[config.mk]
export PLATFORM = sky130hd
export DESIGN_NAME = scc_run_ctrl
export DESIGN_NICKNAME = d
export VERILOG_FILES = /design/src/rtl/scc_run_ctrl.sv
export SDC_FILE = /design/constraint.sdc
export NUM_CORES = 1
export LEC_CHECK = 0
export ABC_AREA = 1
export BUFFER_PORTS_ARGS = -buffer_cell sky130_fd_sc_hd__buf_4
export CAP_MARGIN = 15
export CORE_MARGIN = 2
export CORE_UTILIZATION = 57
export DETAILED_ROUTE_END_ITERATION = 10
export PLACE_DENSITY = 0.91
export SLEW_MARGIN = 20
export SYNTH_ARGS = -nofsm -noshare
export SYNTH_HDL_FRONTEND = slang
export SYNTH_SLANG_ARGS = --single-unit
[constraint.sdc]
create_clock -name clk -period 2.5 [get_ports clk]
set_input_delay 0 -clock clk [delete_from_list [all_inputs] [get_ports clk]]
set_output_delay 0 -clock clk [all_outputs]
set_load 0.02 [all_outputs]
[src/rtl/scc_run_ctrl.sv]
// scc_run_ctrl: sequences reset, free-run or single-step execution of the core and reports why the run ended
module scc_run_ctrl #(
  parameter int RST_CYCLES = 3,
  parameter int TIMEOUT = 750,
  parameter int CNT_W = 32
) (
  input  logic             clk,
  input  logic             rst,
  input  logic             start,
  input  logic             step_mode,
  input  logic             step,
  input  logic             abort,
  input  logic             halt_f,
  input  logic [1:0]       err_bits,
  output logic             core_rst,
  output logic             core_clk_en,
  output logic             busy,
  output logic             done,
  output logic [1:0]       status,
  output logic [1:0]       err_latched,
  output logic [CNT_W-1:0] cycle_count
);
  localparam int RW = $clog2(RST_CYCLES + 1);
  typedef enum logic [2:0] {IDLE, RESET, RUN, STEP_WAIT, STEP_ONE, DONE} state_t;
  state_t state;
  logic [RW-1:0] rcnt;
  logic ran, mode;
  logic [CNT_W-1:0] cnt_inc;
  assign cnt_inc = cycle_count + CNT_W'(1);
  // before the first run the core is held in reset; afterwards it is left frozen for inspection
  assign core_rst = state == IDLE ? ~ran : state == RESET;
  assign core_clk_en = state inside {RESET, RUN, STEP_ONE};
  assign busy = state inside {RESET, RUN, STEP_WAIT, STEP_ONE};
  assign done = state == DONE;
  always_ff @(posedge clk) begin
    if (!rst) begin
      state <= IDLE;
      ran <= 1'b0;
      mode <= 1'b0;
      rcnt <= '0;
      status <= 2'b00;
      err_latched <= 2'b00;
      cycle_count <= '0;
    end else begin
      if (state inside {RUN, STEP_WAIT, STEP_ONE}) err_latched <= err_latched | err_bits;
      case (state)
        IDLE: if (start) begin
          state <= RESET;
          cycle_count <= '0;
          err_latched <= 2'b00;
          status <= 2'b00;
          mode <= step_mode;
          rcnt <= RW'(RST_CYCLES);
        end
        RESET: begin
          rcnt <= rcnt - RW'(1);
          if (abort) begin
            state <= DONE;
            status <= 2'b11;
            ran <= 1'b1;
          end else if (rcnt == RW'(1)) begin
            state <= mode ? STEP_WAIT : RUN;
            ran <= 1'b1;
          end
        end
        RUN, STEP_ONE: if (abort) begin
          state <= DONE;
          status <= 2'b11;
        end else if (halt_f) begin
          state <= DONE;
          status <= 2'b01;
        end else begin
          cycle_count <= cnt_inc;
          if (cnt_inc == CNT_W'(TIMEOUT)) begin
            state <= DONE;
            status <= 2'b10;
          end else if (state == STEP_ONE) state <= STEP_WAIT;
        end
        STEP_WAIT: if (abort) begin
          state <= DONE;
          status <= 2'b11;
        end else if (halt_f) begin
          state <= DONE;
          status <= 2'b01;
        end else if (step) state <= STEP_ONE;
        DONE: state <= IDLE;
        default: state <= IDLE;
      endcase
    end
  end
endmodule

==> key figures, run 1 <==
Power
  • P per Cell Area: 606 nW/µm²
  • Tot Pwr: ~2.1 mW
  • Int Pwr: ~1.2 mW
  • Sw Pwr: roughly 0.88 mW
  • Part of the power in registers: 0.377
  • Combinational power share: 0.407
  • Switch share: 0.418
  • Worst ir drop on vdd: slightly below 0.7 mV
  • Leak Pwr: roughly 1.5 nW
  • Clk network pwr share: 0.216

Yosys
  • Synth Register Bits: 43
  • Main area contributors after synthesis: dfxtp_1 (30%), nand2_1 (24%), nor2_1 (10%)
  • Cell taking the most area after synthesis: dfxtp_1
  • Seq/Total Area, Yosys: 0.299
  • Avg Cell Area, Syn: between 5 and 6 µm²
  • Synthesis warning total: 0
  • Post-Synthesis Cell Area: approximately 2900 µm²
  • Main synth FF type: dfxtp_1
  • Synth cell types: 28
  • Number of flops mapped to enable cells by yosys: 0
  • Post-synthesis async set-or-reset flop share: 0
  • Top-count cell post-synth: nand2_1
  • Commonest cells in the synthesized netlist: nand2_1 (181), nor2_1 (78), inv_1 (53)
  • Post-Syn Instances: approximately 490
  • Post-Syn Nets: ~500
  • Synth top area share: 0.299

STA
  • Worst slew pin tran: between 600 and 700 ps
  • WHS: ~3.6 ps
  • Max-slew violation count: 0
  • Tcrit/Tclk final: 0.919
  • Max-slew headroom: 0.536
  • Fmax: between 400 and 500 MHz
  • Final Skew: between 4 and 5 ps
  • Hold Fails Final Rpt: 0
  • Minimum clock period: approximately 2300 ps
  • Final setup viols: 0

Setup path
  • Most common cell on crit path: nand2_1
  • Startpoint Class: register
  • Required @ worst endpoint: ~2700 ps
  • CP Class: reg2reg
  • CP Capture Type: register
  • Crit-path max FO: 5
  • Slowest-stage cell, CP: dfxtp_4
  • Arrival time at the worst endpoint: 2540 ps
  • Critical Path, Cell by Cell: ha_2 -> nand2_1 -> nor2_4 -> nand2_2 -> nor2_4 -> nand2_1 -> nand2_1 -> nand2_1 -> nor2_2 -> nand2_1 -> nor2_2 -> nand3_2 -> nand3_2 -> nand2_2 -> clkinv_2 -> nand2_1 -> a21oi_1
  • Slowest stage delay, CP: 380 ps

Detailed routing
  • Drt initial violations: roughly 320
  • Post-DR vias/cell: ~5.4
  • Antenna viol nets, final: 0
  • DR vias: ~3300
  • Routed wire length: 8.13 mm
  • Drt first pass iters: 5
  • Remaining DRCs: 0
  • Routed len/inst: around 13 µm

Global routing
  • Busiest grt layer: met2
  • Global-route wire length before repair: 13.1 mm
  • GRT overflow: 0
  • Largest net degree at the start of global routing: 32
  • GRT met1 Usage: 0.390
  • Met3 GRT Util: 0.0522
  • Initial antenna violation count: 0
  • Met2 Track Usage GR: 0.513
  • Vias in the first global route: around 2900
  • Total track usage: 0.305

Final layout
  • Fillers: ~430
  • Nets: around 560
  • ANT cells: 0
  • Area of the multi-input gates: 1790 µm²
  • Flip-flop and latch area: roughly 870 µm²
  • Area delta synth->final: 20.8%
  • Fraction of layout cells with a size suffix above 1: 0.164
  • Finished Layout Cells: between 600 and 700

Floorplan
  • Die area: ~5600 µm²
  • Die H: about 75 µm
  • Die span in x: approximately 75 µm
  • Core ar.: around 4800 µm²
  • Starting Density: 0.601
  • I/O pins: roughly 50
  • Rows: 25

Clock tree
  • Num CTS Buffers: 5
  • CTS tree: yes
  • Clk Latency, worst-skew pair: ~310 ps
  • Max Root-Sink Buffers: 2
  • CTS H-tree depth: 2
  • CTS Root Cell: clkbuf_8
  • Worst-path clk slew: around 90 ps
  • Clk sink count: 43

Flow run
  • Max Cap Viol: 0

Status
  • Status: completed

Placed design
  • Post-Place Cells: about 600
  • HPWL after DPL: slightly above 6 mm
  • Port Buffers: 48
  • Final GP Congestion: around 0.96

Hold path
  • Worst Hold Class: in2reg
cell type report:
| class | count | share of cell area |
|---|---|---|
| Clock buffer | 6 | 0.0209 |
| Clock inverter | 2 | 0.00360 |
| Inverter | 54 | 0.0587 |
| Multi-Input combinational cell | 381 | 0.515 |
| Sequential cell | 43 | 0.250 |
| Tap cell | 67 | 0.0241 |
| Timing Repair Buffer | 58 | 0.127 |
critical path: cells and delay by family (launching register included):
kind | cells | cell delay (ps)
compound gates | 1 | 110
flops | 1 | 380
buf+inv | 1 | 70
simple gates | 14 | 1460
fa+ha+maj | 1 | 200
stage by stage:
stage | TNS [ps] | area (µm²) | utilization | setup WS [ps]
finish | 0 | 3480 | 0.726 | 201
global route | -8.21 | 3480 | 0.726 | -7.04
CTS | 0 | 3440 | 0.719 | 37.4
detailed placement | 0 | 3330 | 0.695 | 62.9
global placement | 0 | 3330 | 0.695 | 115
floorplan | 0 | 2880 | - | 403
state kept, by name, indices dropped and copies added, names as in the netlist:
signal / cells
ran: 1
status: 2
cycle_count: 32
mode: 1
err_latched: 2
rcnt: 2
state: 3
metal layers:
layer,share of wire,wire [µm]
met1,0.43,3530
met2,0.46,3710
met3,0.077,627
met4,0.032,258
met5,0,0
cells by family after synthesis:
logic type	synth area share
flops	0.299
simple gates	0.475
buf+inv	0.0852
compound gates	0.110
fa+ha+maj	0.0130
xor+xnor	0.0183
repair_timing:
action | in CTS | in global routing
endpoints found under the setup margin | 0 | 5
buffers inserted | 0 | 1
hold buffers | 3 | 0
endpoints found under the hold margin | 6 | 0
gates resized for setup | 0 | 10
worst paths after layout:
check,from,endpoint,slack (ps),depth (start not counted)
worst min-delay path,err_bits[0],err_latched[0],4,3
worst max-delay path,cycle_count[0],state[1],200,17
worst min register to register,ran,ran,450,2
worst max register to register,cycle_count[0],state[1],200,17
power by group through the flow:
| stage | clock network [mW] | registers, mW | logic [mW] |
|---|---|---|---|
| after global routing | 0.478 | 0.802 | 0.941 |
| after floorplan | 0 | 0.824 | 0.548 |
| after CTS | 0.455 | 0.792 | 0.845 |
| after detailed placement | 0 | 0.808 | 0.835 |
| final | 0.454 | 0.794 | 0.858 |
| after global placement | 0 | 0.805 | 0.821 |
placed cells by master (no fill, tap or decap):
master	n
ha_2	1
nand3_1	14
o21ai_0	12
xor2_1	3
inv_1	53
nor2_4	6
nand4_1	6
a211oi_1	1
a31oi_1	2
a221oi_1	1
nor3_1	5
a22oi_1	1
a2bb2oi_1	4
nand3_2	3
a21oi_1	33
buf_4	55
dlygate4sd3_1	3
nor2_1	74
clkbuf_1	1
nand2_2	4
nand3_4	1
nor2_2	8
a211oi_2	1
dfxtp_1	41
o22ai_1	1
clkinvlp_4	1
clkinv_2	2
ha_1	2
dfxtp_4	2
and2_1	1
nand3b_1	13
nand2_1	181
clkbuf_8	5
xnor2_1	3
No activity file was read; power rests on OpenSTA's default activity.
==> run 2: changes to the inputs <==
Settings changed: CORE_MARGIN 2 to default.
==> run 2 against run 1 <==
Maximum frequency is 0.43% lower; clock skew grew 6.7 ps; clock power decreased by 1%; wire length is 1.6% higher; sequential power up 0.5%; critical path depth is 1 higher; final cell count grew 0.49%; cell area rose by 0.65%; first-iteration DRC count increased by 4.0%; largest cell class unchanged.
==> key figures, run 2 (synthesis gave the netlist of run 1 again) <==
Status
  • Status: completed

Global routing
  • GRT overflow: 0
  • Total track usage: 0.328
  • Largest net degree at the start of global routing: 23
  • Initial antenna violation count: 0
  • Vias in the first global route: roughly 3000
  • Global-route wire length before repair: around 14 mm

Power
  • Combinational power share: 0.418
  • Part of the power in registers: 0.373
  • Leak Pwr: approximately 1.5 nW
  • Worst ir drop on vdd: 0.825 mV
  • Tot Pwr: 2.14 mW
  • P per Cell Area: 612 nW/µm²
  • Int Pwr: roughly 1.3 mW
  • Clk network pwr share: 0.209
  • Sw Pwr: slightly below 0.9 mW
  • Switch share: 0.416

Final layout
  • Commonest non-fill, non-tap cell in the layout: nand2_1
  • Nets: 558
  • Fraction of layout cells with a size suffix above 1: 0.161
  • Area of the multi-input gates: about 1800 µm²
  • Design area: between 3000 and 4000 µm²
  • Top flop regs: cycle_count (32), state (3)
  • ANT cells: 0
  • Flip-flop and latch area: about 870 µm²
  • Fillers: ~420
  • Area delta synth->final: 21.6%
  • Reg with most FFs: cycle_count
  • Max FFs per register: 32
  • Most frequent cells in the layout: nand2_1 (181), nor2_1 (76), buf_4 (56)

Placed design
  • Placed Area: about 3300 µm²
  • Port Buffers: 48
  • HPWL after DPL: roughly 6.3 mm
  • Final GP Congestion: between 1 and 1.5

STA
  • Tcrit/Tclk final: 0.923
  • Final setup viols: 0
  • Minimum clock period: approximately 2300 ps
  • Worst slew pin tran: between 600 and 700 ps
  • WHS: 19.9 ps
  • Fmax: about 430 MHz
  • Final Skew: 11.1 ps
  • Max-slew violation count: 0
  • Max-slew headroom: 0.595
  • Setup TNS: 0 ps
  • Hold Fails Final Rpt: 0
  • Unrepaired setup endpoints after global routing: no

Setup path
  • CP Class: reg2reg
  • Slowest-stage cell, CP: dfxtp_2
  • Startpoint Class: register
  • CP Capture Type: register
  • Crit-path max FO: 5
  • Slowest stage delay, CP: approximately 400 ps
  • FF-to-FF Start: cycle_count[1]
  • Most common cell on crit path: nand2_1
  • Required @ worst endpoint: 2740 ps
  • Critical Path, Cell by Cell: ha_4 -> nand2_1 -> nor2_4 -> buf_4 -> nand3_1 -> nand2_1 -> nand2_1 -> inv_1 -> nand2_1 -> nor2_1 -> nand2_1 -> nor2_2 -> nand3_2 -> nand3_2 -> nand2_2 -> clkinv_2 -> nand2_1 -> a21oi_1
  • Critical path origin: cycle_count[1]
  • FF-to-FF setup slack: approximately 190 ps
  • FF-to-FF path depth: 18
  • Arrival time at the worst endpoint: 2550 ps
  • Worst R2R End: state[0]
  • Critical Path Sink: state[0]

Clock tree
  • Worst-path clk slew: about 90 ps
  • Max Root-Sink Buffers: 2
  • CTS Root Cell: clkbuf_8
  • Clk Latency, worst-skew pair: a little over 300 ps
  • Clk sink count: 43
  • CTS tree: yes
  • Num CTS Buffers: 5
  • CTS H-tree depth: 2

Floorplan
  • Die H: between 70 and 80 µm
  • Die area: around 5300 µm²
  • Core ar.: around 4800 µm²
  • Starting Density: 0.601
  • Die span in x: 73.1 µm
  • Rows: 25
  • I/O pins: between 40 and 50

Detailed routing
  • Drt first pass iters: 7
  • Routed len/inst: approximately 13 µm
  • Routed wire length: just over 8 mm
  • Drt initial violations: between 300 and 400
  • Antenna viol nets, final: 0
  • Remaining DRCs: 0
  • Post-DR vias/cell: roughly 5.4
  • DR vias: between 3000 and 4000

Flow run
  • Max Cap Viol: 0

Hold path
  • Worst Hold Class: in2reg
## run 2: per-stage QoR
step / utilization / worst slack, ps / instances
2_1_floorplan: - / 403 / 487
3_3_place_gp: 0.696 / 172 / 600
3_5_place_dp: 0.696 / 104 / 600
4_1_cts: 0.725 / 54.9 / 613
5_1_grt: 0.731 / 29.8 / 614
6_report: 0.731 / 191 / 614
## run 2: routing by layer
metal,GRT usage,up-vias,part of all wire
met1,0.411,1485,0.41
met3,0.0539,24,0.086
met2,0.556,172,0.47
met5,0,-,0
li1,-,1654,-
met4,0.137,0,0.025
## run 2: power by group through the flow
stage	Sequential, mW	Clock [mW]	Combinational, mW
after global placement	0.807	0	0.841
after floorplan	0.824	0	0.548
after detailed placement	0.807	0	0.864
after global routing	0.807	0.478	0.980
final	0.798	0.448	0.895
after CTS	0.793	0.450	0.886
## run 2: repair_timing
item / in CTS / in global routing
hold endpoints to repair: 7 / 0
endpoints found under the setup margin: 0 / 5
buffers inserted: 0 / 1
gates resized for setup: 0 / 8
hold buffers: 5 / 0
## run 2: cell type report
| type | instances | share of cell area |
|---|---|---|
| clock buffers | 6 | 0.0207 |
| flip-flops and latches | 43 | 0.247 |
| repair buffers | 61 | 0.134 |
| clock inverters | 2 | 0.00358 |
| multi-input cells | 381 | 0.511 |
| well taps | 67 | 0.0240 |
| inverters | 54 | 0.0583 |
## run 2: worst min path at each step
stage                          from        end  slack (ps)  depth (start not counted)
after floorplan                 rst  status[0]         120                          2
after global placement    step_mode       mode         260                          3
after detailed placement  step_mode       mode         260                          3
after CTS                     start    rcnt[1]          20                          3
after global routing          abort        ran          60                          3
final                         start    rcnt[1]          20                          3
## run 2: critical path, delay by kind of cell (launching register included)
kind                       cells  cell delay, ps
DFF                            1             400
adders and majority gates      1             160
AOI/OAI and AO/OA              1             150
buffers and inverters          3             270
and+or+nand+nor               13            1260
==> run 3: changes to the inputs <==
Clock period 2.5 ns to 2.4 ns, I/O delays scaled along.
==> run 3 against run 2 <==
Clock power up 34%; worst hold slack better by 6.4 ps; non-clock buffer count up 2; register-to-register slack worse by 40 ps; sequential power up 4.1%; count of clock-buffer cells in the layout unchanged; final cell count up 0.33%; critical endpoint is now state[1]; first-iteration DRC count down 18%; combinational power up 1%; highest routed layer unchanged; critical path depth down 1; largest cell class unchanged; maximum frequency up 2.7%.
==> key figures, run 3 (synthesis gave the netlist of run 1 again) <==
Setup path
  • Arrival time at the worst endpoint: approximately 2500 ps
  • CP Capture Type: register
  • Crit-path max FO: 5
  • FF-to-FF Start: cycle_count[1]
  • Required @ worst endpoint: between 2000 and 3000 ps
  • Critical path origin: cycle_count[1]
  • CP Class: reg2reg
  • Startpoint Class: register

Placed design
  • Port Buffers: between 40 and 50
  • Setup WS pre-CTS: ~11 ps
  • Post-Place Cells: 603
  • Placed Area: 3370 µm²
  • Final GP Congestion: 0.934
  • HPWL after DPL: a little over 6 mm

STA
  • Max-slew headroom: 0.588
  • Final setup viols: 0
  • Final Skew: about 14 ps
  • Setup TNS: 0 ps
  • Final setup margin: 152 ps
  • Tcrit/Tclk final: 0.937
  • Max-slew violation count: 0
  • Worst slew pin tran: slightly above 600 ps
  • Fmax: 445 MHz
  • Minimum clock period: between 2000 and 2500 ps
  • Hold Fails Final Rpt: 0
  • WHS: about 26 ps

Final layout
  • Area of the multi-input gates: between 1500 and 2000 µm²
  • Fillers: between 400 and 500
  • Fraction of layout cells with a size suffix above 1: 0.226
  • Top flop regs: cycle_count (32), state (3)
  • Reg with most FFs: cycle_count
  • Most frequent cells in the layout: nand2_1 (174), nor2_1 (66), buf_4 (58)
  • Final Util: 0.761
  • Max FFs per register: 32
  • ANT cells: 0
  • Commonest non-fill, non-tap cell in the layout: nand2_1
  • Area delta synth->final: 26.6%
  • Design area: roughly 3600 µm²
  • Flip-flop and latch area: between 800 and 900 µm²
  • Finished Layout Cells: around 600
  • Nets: 560

Clock tree
  • Worst-path clk slew: 90 ps
  • Num CTS Buffers: 5
  • Clk sink count: 43
  • CTS H-tree depth: 2
  • Clk Latency, worst-skew pair: roughly 300 ps
  • CTS tree: yes
  • Max Root-Sink Buffers: 2
  • CTS Root Cell: clkbuf_8

Hold path
  • Worst Hold Class: in2reg
  • Worst Min Path Start: err_bits[1]

Global routing
  • Initial antenna violation count: 0
  • GRT overflow: 0
  • Global-route wire length before repair: ~13 mm
  • Total track usage: 0.321
  • Largest net degree at the start of global routing: 32
  • Vias in the first global route: slightly below 3000

Power
  • P per Cell Area: about 640 nW/µm²
  • Leak Pwr: about 1.5 nW
  • Tot Pwr: approximately 2.3 mW
  • Worst ir drop on vdd: 0.801 mV

Floorplan
  • I/O pins: 49
  • Die H: about 73 µm
  • Core ar.: 4790 µm²
  • Rows: 25
  • Die area: about 5300 µm²
  • Starting Density: 0.601
  • Die span in x: 73.1 µm

Detailed routing
  • Drt first pass iters: 5
  • Post-DR vias/cell: around 5.4
  • DR vias: roughly 3300
  • Remaining DRCs: 0
  • Antenna viol nets, final: 0
  • Routed len/inst: approximately 13 µm
  • Routed wire length: between 8 and 9 mm
  • Drt initial violations: around 280

Flow run
  • Max Cap Viol: 0

Status
  • Status: completed
## run 3: routing by layer
| layer | wire length [µm] | share of wire | vias to the layer above | GRT usage |
|---|---|---|---|---|
| met5 | 0 | 0 | - | 0 |
| met4 | 193 | 0.023 | 0 | 0.107 |
| met3 | 538 | 0.065 | 22 | 0.0552 |
| met2 | 3880 | 0.47 | 142 | 0.534 |
| met1 | 3660 | 0.44 | 1519 | 0.420 |
| li1 | - | - | 1654 | - |
## run 3: area by class of cell
| type | count | share of cell area |
|---|---|---|
| Clock inverter | 2 | 0.00962 |
| Sequential cell | 43 | 0.242 |
| Clock buffer | 6 | 0.0227 |
| Inverter | 54 | 0.0560 |
| Timing Repair Buffer | 63 | 0.139 |
| Tap cell | 67 | 0.0230 |
| Multi-Input combinational cell | 381 | 0.508 |
## run 3: worst paths after layout
kind / to / slack (ps) / depth (start not counted)
worst max register to register: state[1] / 150 / 17
worst min register to register: ran / 460 / 2
worst min-delay path: err_latched[1] / 30 / 3
worst max-delay path: state[1] / 150 / 17
## run 3: repair_timing
action                                 in CTS  in global routing
setup buffers                               0                  2
gates resized for setup                     1                 40
endpoints found under the hold margin       6                  0
hold buffers                                3                  0
pin swaps                                   0                 13
setup endpoints to repair                   3                  5
## run 3: power by group
| group | internal [mW] | switching (mW) | total [mW] | leakage (nW) |
|---|---|---|---|---|
| Clock | 0.337 | 0.262 | 0.599 | 0.0612 |
| Combinational | 0.306 | 0.599 | 0.906 | 1.11 |
| Sequential | 0.778 | 0.0528 | 0.831 | 0.356 |
## run 3: critical path, stage by stage, from the launching register on
cell and delay, ps:
dfxtp_2 390, ha_4 170, nand2_2 70, nor2_4 200, nand2_2 110, nor2_4 180, nand2_1 80, nand2_1 60
nand2_1 80, nor2_2 120, nand2_1 70, nor2_2 110, nand3_2 150, nand3_2 100, nand2_2 90, clkinv_2 70
nand2_1 50, a21oi_1 110
